[src/rtl/trap_ctrl_if.sv]
// Trap controller bundle: pipeline-side requests and CSR/Fetch-side results.
// The pipeline drives the master side; trap_ctrl is the slave.
interface trap_ctrl_if #(
    parameter int N_IRQ      = 4,
    parameter int XLEN       = 32,
    parameter int NEST_DEPTH = 1
);
    localparam int DW = $clog2(NEST_DEPTH + 1);

    logic [N_IRQ-1:0] irq;
    logic [N_IRQ-1:0] irq_en;
    logic             mie_global;
    logic             ecall;
    logic             trap_ret;
    logic             stall;
    logic [XLEN-1:0]  epc_in;
    logic [XLEN-1:0]  mtvec;

    logic             trapping;
    logic             trigger_trap;
    logic             trigger_trap_ret;
    logic [XLEN-1:0]  trap_target;
    logic [XLEN-1:0]  ret_addr;
    logic [XLEN-1:0]  mepc;
    logic [XLEN-1:0]  mcause;
    logic [DW-1:0]    depth;
    logic [1:0]       err;

    modport master (
        output irq, irq_en, mie_global, ecall, trap_ret, stall, epc_in, mtvec,
        input  trapping, trigger_trap, trigger_trap_ret, trap_target, ret_addr,
               mepc, mcause, depth, err
    );

    modport slave (
        input  irq, irq_en, mie_global, ecall, trap_ret, stall, epc_in, mtvec,
        output trapping, trigger_trap, trigger_trap_ret, trap_target, ret_addr,
               mepc, mcause, depth, err
    );
endinterface

[src/rtl/trap_ctrl.sv]
// Machine-mode trap controller: prioritised maskable interrupts plus ecall,
// bounded nesting stack of {epc, cause}, optional vectored dispatch.
module trap_ctrl #(
    parameter int N_IRQ      = 4,
    parameter int XLEN       = 32,
    parameter int NEST_DEPTH = 1,
    parameter int VECTORED   = 0
) (
    input logic        clk,
    input logic        Rst,
    trap_ctrl_if.slave bus
);
    localparam int            DW   = $clog2(NEST_DEPTH + 1);
    localparam logic [DW-1:0] FULL = DW'(NEST_DEPTH);

    logic [NEST_DEPTH-1:0][XLEN-1:0] stk_epc;
    logic [NEST_DEPTH-1:0][XLEN-1:0] stk_cause;
    logic [DW-1:0]   depth_q;
    logic [1:0]      err_q;
    logic            trig_q;
    logic            trig_ret_q;
    logic [XLEN-1:0] target_q;
    logic [XLEN-1:0] ret_q;

    logic [N_IRQ-1:0] act;
    logic             has_irq;
    logic [3:0]       irq_idx;
    logic [XLEN-1:0]  top_epc;
    logic [XLEN-1:0]  top_cause;
    logic             guard;
    logic             do_ret;
    logic             do_entry;
    logic             entry_ecall;
    logic             set_ovf;
    logic             set_udf;
    logic [XLEN-1:0]  base;
    logic [XLEN-1:0]  irq_code;
    logic [XLEN-1:0]  new_cause;
    logic [XLEN-1:0]  new_target;

    // Descending scan so the lowest-index active line wins.
    always_comb begin
        act     = bus.irq & bus.irq_en & {N_IRQ{bus.mie_global}};
        has_irq = 1'b0;
        irq_idx = '0;
        for (int unsigned i = N_IRQ; i > 0; i--) begin
            if (act[i-1]) begin
                has_irq = 1'b1;
                irq_idx = 4'(i - 1);
            end
        end
    end

    always_comb begin
        top_epc   = '0;
        top_cause = '0;
        for (int unsigned i = 0; i < NEST_DEPTH; i++) begin
            if (depth_q == DW'(i + 1)) begin
                top_epc   = stk_epc[i];
                top_cause = stk_cause[i];
            end
        end
    end

    // A return owns its edge; ecall overflow is flagged even during the guard cycle.
    always_comb begin
        guard       = trig_q | trig_ret_q;
        do_ret      = bus.trap_ret && !bus.stall && (depth_q != '0);
        set_udf     = bus.trap_ret && !bus.stall && (depth_q == '0);
        set_ovf     = 1'b0;
        do_entry    = 1'b0;
        entry_ecall = 1'b0;
        if (!bus.stall && !bus.trap_ret) begin
            if (bus.ecall) begin
                if (depth_q == FULL) begin
                    set_ovf = 1'b1;
                end else if (!guard) begin
                    do_entry    = 1'b1;
                    entry_ecall = 1'b1;
                end
            end else if (has_irq && !guard) begin
                if (depth_q == '0) begin
                    do_entry = 1'b1;
                end else if (depth_q != FULL &&
                             (!top_cause[XLEN-1] || irq_idx < top_cause[3:0])) begin
                    do_entry = 1'b1;
                end
            end
        end

        base     = bus.mtvec & ~XLEN'(3);
        irq_code = XLEN'(16) + XLEN'(irq_idx);
        if (entry_ecall) begin
            new_cause  = XLEN'(11);
            new_target = base;
        end else begin
            new_cause          = irq_code;
            new_cause[XLEN-1]  = 1'b1;
            new_target         = (VECTORED != 0) ? base + (irq_code << 2) : base;
        end
    end

    always_ff @(posedge clk or posedge Rst) begin
        if (Rst) begin
            stk_epc    <= '0;
            stk_cause  <= '0;
            depth_q    <= '0;
            err_q      <= '0;
            trig_q     <= 1'b0;
            trig_ret_q <= 1'b0;
            target_q   <= '0;
            ret_q      <= '0;
        end else begin
            trig_q     <= do_entry;
            trig_ret_q <= do_ret;
            err_q      <= err_q | {set_udf, set_ovf};
            if (do_entry) begin
                for (int unsigned i = 0; i < NEST_DEPTH; i++) begin
                    if (depth_q == DW'(i)) begin
                        stk_epc[i]   <= bus.epc_in;
                        stk_cause[i] <= new_cause;
                    end
                end
                depth_q  <= depth_q + 1'b1;
                target_q <= new_target;
            end else if (do_ret) begin
                ret_q   <= top_epc;
                depth_q <= depth_q - 1'b1;
            end
        end
    end

    assign bus.trapping         = (depth_q != '0);
    assign bus.trigger_trap     = trig_q;
    assign bus.trigger_trap_ret = trig_ret_q;
    assign bus.trap_target      = target_q;
    assign bus.ret_addr         = ret_q;
    assign bus.mepc             = top_epc;
    assign bus.mcause           = top_cause;
    assign bus.depth            = depth_q;
    assign bus.err              = err_q;
endmodule

[src/flat_wrapper.sv]
// flat-port wrapper written by rule: the top's interface ports become plain ports
module trap_ctrl_flat 
#(
    parameter int N_IRQ      = 4,
    parameter int XLEN       = 32,
    parameter int NEST_DEPTH = 1,
    parameter int VECTORED   = 0
)
  (clk, Rst, bus_irq, bus_irq_en, bus_mie_global, bus_ecall, bus_trap_ret, bus_stall, bus_epc_in, bus_mtvec, bus_trapping, bus_trigger_trap, bus_trigger_trap_ret, bus_trap_target, bus_ret_addr, bus_mepc, bus_mcause, bus_depth, bus_err);
  trap_ctrl_if #(.N_IRQ(N_IRQ), .XLEN(XLEN), .NEST_DEPTH(NEST_DEPTH)) bus_i ();
  input logic clk;
  input logic Rst;
  input wire logic [$bits(bus_i.irq)-1:0] bus_irq;
  input wire logic [$bits(bus_i.irq_en)-1:0] bus_irq_en;
  input wire logic [$bits(bus_i.mie_global)-1:0] bus_mie_global;
  input wire logic [$bits(bus_i.ecall)-1:0] bus_ecall;
  input wire logic [$bits(bus_i.trap_ret)-1:0] bus_trap_ret;
  input wire logic [$bits(bus_i.stall)-1:0] bus_stall;
  input wire logic [$bits(bus_i.epc_in)-1:0] bus_epc_in;
  input wire logic [$bits(bus_i.mtvec)-1:0] bus_mtvec;
  output wire logic [$bits(bus_i.trapping)-1:0] bus_trapping;
  output wire logic [$bits(bus_i.trigger_trap)-1:0] bus_trigger_trap;
  output wire logic [$bits(bus_i.trigger_trap_ret)-1:0] bus_trigger_trap_ret;
  output wire logic [$bits(bus_i.trap_target)-1:0] bus_trap_target;
  output wire logic [$bits(bus_i.ret_addr)-1:0] bus_ret_addr;
  output wire logic [$bits(bus_i.mepc)-1:0] bus_mepc;
  output wire logic [$bits(bus_i.mcause)-1:0] bus_mcause;
  output wire logic [$bits(bus_i.depth)-1:0] bus_depth;
  output wire logic [$bits(bus_i.err)-1:0] bus_err;
  assign bus_i.irq = bus_irq;
  assign bus_i.irq_en = bus_irq_en;
  assign bus_i.mie_global = bus_mie_global;
  assign bus_i.ecall = bus_ecall;
  assign bus_i.trap_ret = bus_trap_ret;
  assign bus_i.stall = bus_stall;
  assign bus_i.epc_in = bus_epc_in;
  assign bus_i.mtvec = bus_mtvec;
  assign bus_trapping = bus_i.trapping;
  assign bus_trigger_trap = bus_i.trigger_trap;
  assign bus_trigger_trap_ret = bus_i.trigger_trap_ret;
  assign bus_trap_target = bus_i.trap_target;
  assign bus_ret_addr = bus_i.ret_addr;
  assign bus_mepc = bus_i.mepc;
  assign bus_mcause = bus_i.mcause;
  assign bus_depth = bus_i.depth;
  assign bus_err = bus_i.err;
  trap_ctrl #(.N_IRQ(N_IRQ), .XLEN(XLEN), .NEST_DEPTH(NEST_DEPTH), .VECTORED(VECTORED)) u_core (.clk(clk), .Rst(Rst), .bus(bus_i));
endmodule
[config.mk]
export PLATFORM = sky130hd
export DESIGN_NAME = trap_ctrl_flat
export DESIGN_NICKNAME = d
export VERILOG_FILES = /design/src/rtl/trap_ctrl_if.sv /design/src/rtl/trap_ctrl.sv /design/src/flat_wrapper.sv
export SDC_FILE = /design/constraint.sdc
export NUM_CORES = 1
export LEC_CHECK = 0
export CAP_MARGIN = 10
export CORE_ASPECT_RATIO = 1.1
export CORE_MARGIN = 5
export CORE_UTILIZATION = 35
export DETAILED_ROUTE_END_ITERATION = 8
export PLACE_DENSITY = 0.69
export SLEW_MARGIN = 30
export SYNTH_ARGS = -nofsm -noshare
export SYNTH_HDL_FRONTEND = slang
export SYNTH_SLANG_ARGS = --single-unit
export TNS_END_PERCENT = 10
[constraint.sdc]
create_clock -name clk -period 4.6 [get_ports clk]
set_input_delay 0.92 -clock clk [delete_from_list [all_inputs] [get_ports clk]]
set_output_delay 0.92 -clock clk [all_outputs]
set_load 0.005 [all_outputs]
==> impl_results.md <==
- CP Capture Type: register
- Post-route cell area: 6710 um2
- Pins Over Slew Limit: 0
- Crit path cell chain: clkdlybuf4s50_1 > nor2_2 > nor4b_4 > o21a_4 > buf_12 > mux2_2
- Main flop type after synthesis: dfrtp_1
- CTS root buf: clkbuf_16
- CP max FO: 34
- Vias in the first global route: 3479
- Placed Area: around 6400 um2
- Slowest CP cell: o21a_4
- Area added between synthesis and finish: 44.6%
- DIE WIDTH: about 120 um
- CTS Hold Buffers Added: 0
- Final Hold Vio Count: 0
- First-pass GRT wire length: around 18 mm
- Synth top area cells: dfrtp_1 56%, mux2_4 16%, nand2_1 7.9%
- Core area: about 13000 um2
- Crit path time final: 3.06 ns
- Critical path buffers and inverters: 2
- Sequential share of the synthesized area: between 50 and 60%
- Die area: 15700 um2
- EDFF count, synth: 0
- Cts repair resizes: 0
- Total power: ~3.7 mW
- Clk Latency, worst-skew pair: 0.34 ns
- Type of the most critical hold path: reg -> reg
- Total Neg Setup Slack: 0 ns
- Htree depth: 3
- Setup Viol. Count Final: 0
- Iter 0 DRT Violations: ~150
- RSZ-0062 raised after global routing: no
- Relative slew slack: 50.3%
- Pwr/cell area: roughly 550 nW/um2
- CTS tree: done
- Routed WL: around 11 mm
- Longest Clk Path Bufs: 2
- Leakage: around 3 nW
- Gp weighted congestion: 0.747
- GRT Total Usage: between 10 and 15%
- DR vias: roughly 3200
- Syn_area_per_cell: between 10 and 15 um2
- Final nets: approximately 620
- Die Span Y: roughly 130 um
- DRC violations left: 0
- Max_cap viols: 0
- Worst Path Arrival: around 3.3 ns
- CP Class: in -> reg
- Largest net degree at the start of global routing: 83
- Seq cells post-synth: between 100 and 150
- # rows: 44
- Fraction of layout cells with a size suffix above 1: 15.8%
- Syn. warnings: 0
- Routed len/inst: 15.9 um
- Share of synthesized registers carrying an async set or reset: 100%
- Period utilization: about two thirds
- DP HPWL: slightly above 8 mm
- Clock sink count: about 100
- Area of the mapped netlist: between 4000 and 5000 um2
- N_diodes: 0
- Starting Density: ~35%
- Worst-margin pin slew: approximately 0.75 ns
- Post-CTS setup buffer count: 0
- Critical Path RT: 4.83 ns
- Synthesized instance count: 371
- Register clock-pin slew on the reported worst setup and hold paths: about 0.07 ns
- Post-Route Skew: between 0.007 and 0.008 ns
- Status: completed
- IR drop worst, VDD: 0.274 mV
- Cell type with the largest total area after synthesis: dfrtp_1
- Congestion Overflow GR: 0
- Top cell family by delay on the critical path: buffers and inverters
- CTS buffer count: 9
- DRT antenna net count: 0
- Drt pass-1 iters: 4
- CP peak stage delay: 0.60 ns
- F_max: ~0.33 GHz
- CP startpoint kind: input pin
- Top Ports: 212
- Synth unique cells: 25
- Initial antenna violation count: 0
- I/O Buffers: 180
- Synth top area share: about 56%
- List of most frequent post-synthesis cells: 103 x dfrtp_1, 98 x nand2_1, 50 x mux2_4
- Cell with the most instances after synthesis: dfrtp_1
- Via density: approximately 4.5
==> logic make-up (layout without fill, tap and decap cells) <==
kind of cell | count (synthesis) | in the layout | share of synthesized area (%)
compound gates | 15 | 15 | 2.54
other cells | 1 | 29 | 0.0809
flops | 103 | 103 | 55.6
simple gates | 139 | 139 | 13.9
mux | 62 | 62 | 19.1
buf+inv | 51 | 202 | 8.82
==> metal layers <==
layer  wire length [um]  track usage [%]  part of all wire, %  vias up
met5                  0                0                    0        -
met4                202             6.13                  1.8        0
met3                905             4.65                  8.0       15
met2               5290             24.1                   47      152
met1               4900             17.8                   43     1554
li1                   -                -                    -     1486
==> worst register-to-register path: cells and delay by family (launching register included) <==
family | cells | cell delay [ns]
AO/OA/AOI/OAI | 1 | 0.60
flip-flops | 1 | 0.56
AND/OR/NAND/NOR | 1 | 0.48
multiplexers | 1 | 0.40
buffers and inverters | 2 | 0.69
==> area by class of cell <==
cell class | instances | area (um2)
inverters | 3 | 16.3
clock buffers | 13 | 270
flip-flops and latches | 103 | 2580
multi-input cells | 245 | 1760
well taps | 161 | 201
fillers | 1164 | 6400
clock inverters | 2 | 38.8
repair buffers | 184 | 1840
==> cells in the final DEF, fill, tap and decap left out, types with 2 or more instances in the layout <==
cell type / count
a21oi_1: 4
a22oi_1: 2
and2_1: 36
buf_4: 3
clkbuf_16: 9
clkbuf_8: 3
clkdlybuf4s50_1: 180
conb_1: 29
dfrtp_1: 103
mux2_2: 12
mux2_4: 50
nand2_1: 98
nand3b_1: 2
o21bai_1: 2
==> flip-flops by register name, indices dropped and copies added, names as in the netlist <==
| name | cells |
|---|---|
| u_core.bus.trap_target | 30 |
| u_core.bus.ret_addr | 32 |
| u_core.stk_epc | 32 |
| u_core.bus.trigger_trap_ret | 1 |
| u_core.bus.trigger_trap | 1 |
| u_core.bus.depth | 1 |
| u_core.bus.err | 2 |
| u_core.stk_cause | 4 |
==> final timing paths <==
path / from / endpoint / slack [ns] / cells after the start
max: bus_trap_ret / u_core.bus.trap_target[5]$_DFFE_PP0P_ / 1.54 / 6
min: u_core.bus.err[0]$_DFF_PP0_ / u_core.bus.err[0]$_DFF_PP0_ / 0.47 / 1
max reg2reg: u_core.bus.depth$_DFFE_PP0P_ / u_core.bus.trap_target[5]$_DFFE_PP0P_ / 1.76 / 5
min reg2reg: u_core.bus.err[0]$_DFF_PP0_ / u_core.bus.err[0]$_DFF_PP0_ / 0.47 / 1
max in group asynchronous: Rst / u_core.bus.ret_addr[2]$_DFFE_PP0P_ / 2.70 / 3
min in group asynchronous: Rst / u_core.bus.trap_target[9]$_DFFE_PP0P_ / 1.08 / 2
==> power by group <==
group / leakage (nW) / switching (mW) / internal [mW]
sequential: 1.24 / 0.244 / 1.28
clock: 0.152 / 0.320 / 0.465
combinational: 1.64 / 0.436 / 0.969
total: 3.03 / 0.999 / 2.72
==> metrics by stage <==
stage | instances | util, % | worst slack [ns] | hold WS (ns)
2_1_floorplan | 399 | - | 0.976 | 0.449
3_3_place_gp | 696 | 48.8 | 1.22 | 0.450
3_5_place_dp | 696 | 48.8 | 1.16 | 0.461
4_1_cts | 711 | 51.2 | 1.52 | 0.476
5_1_grt | 711 | 51.2 | 1.39 | 0.503
6_report | 711 | 51.2 | 1.54 | 0.473
No activity file was read; power rests on OpenSTA's default activity.
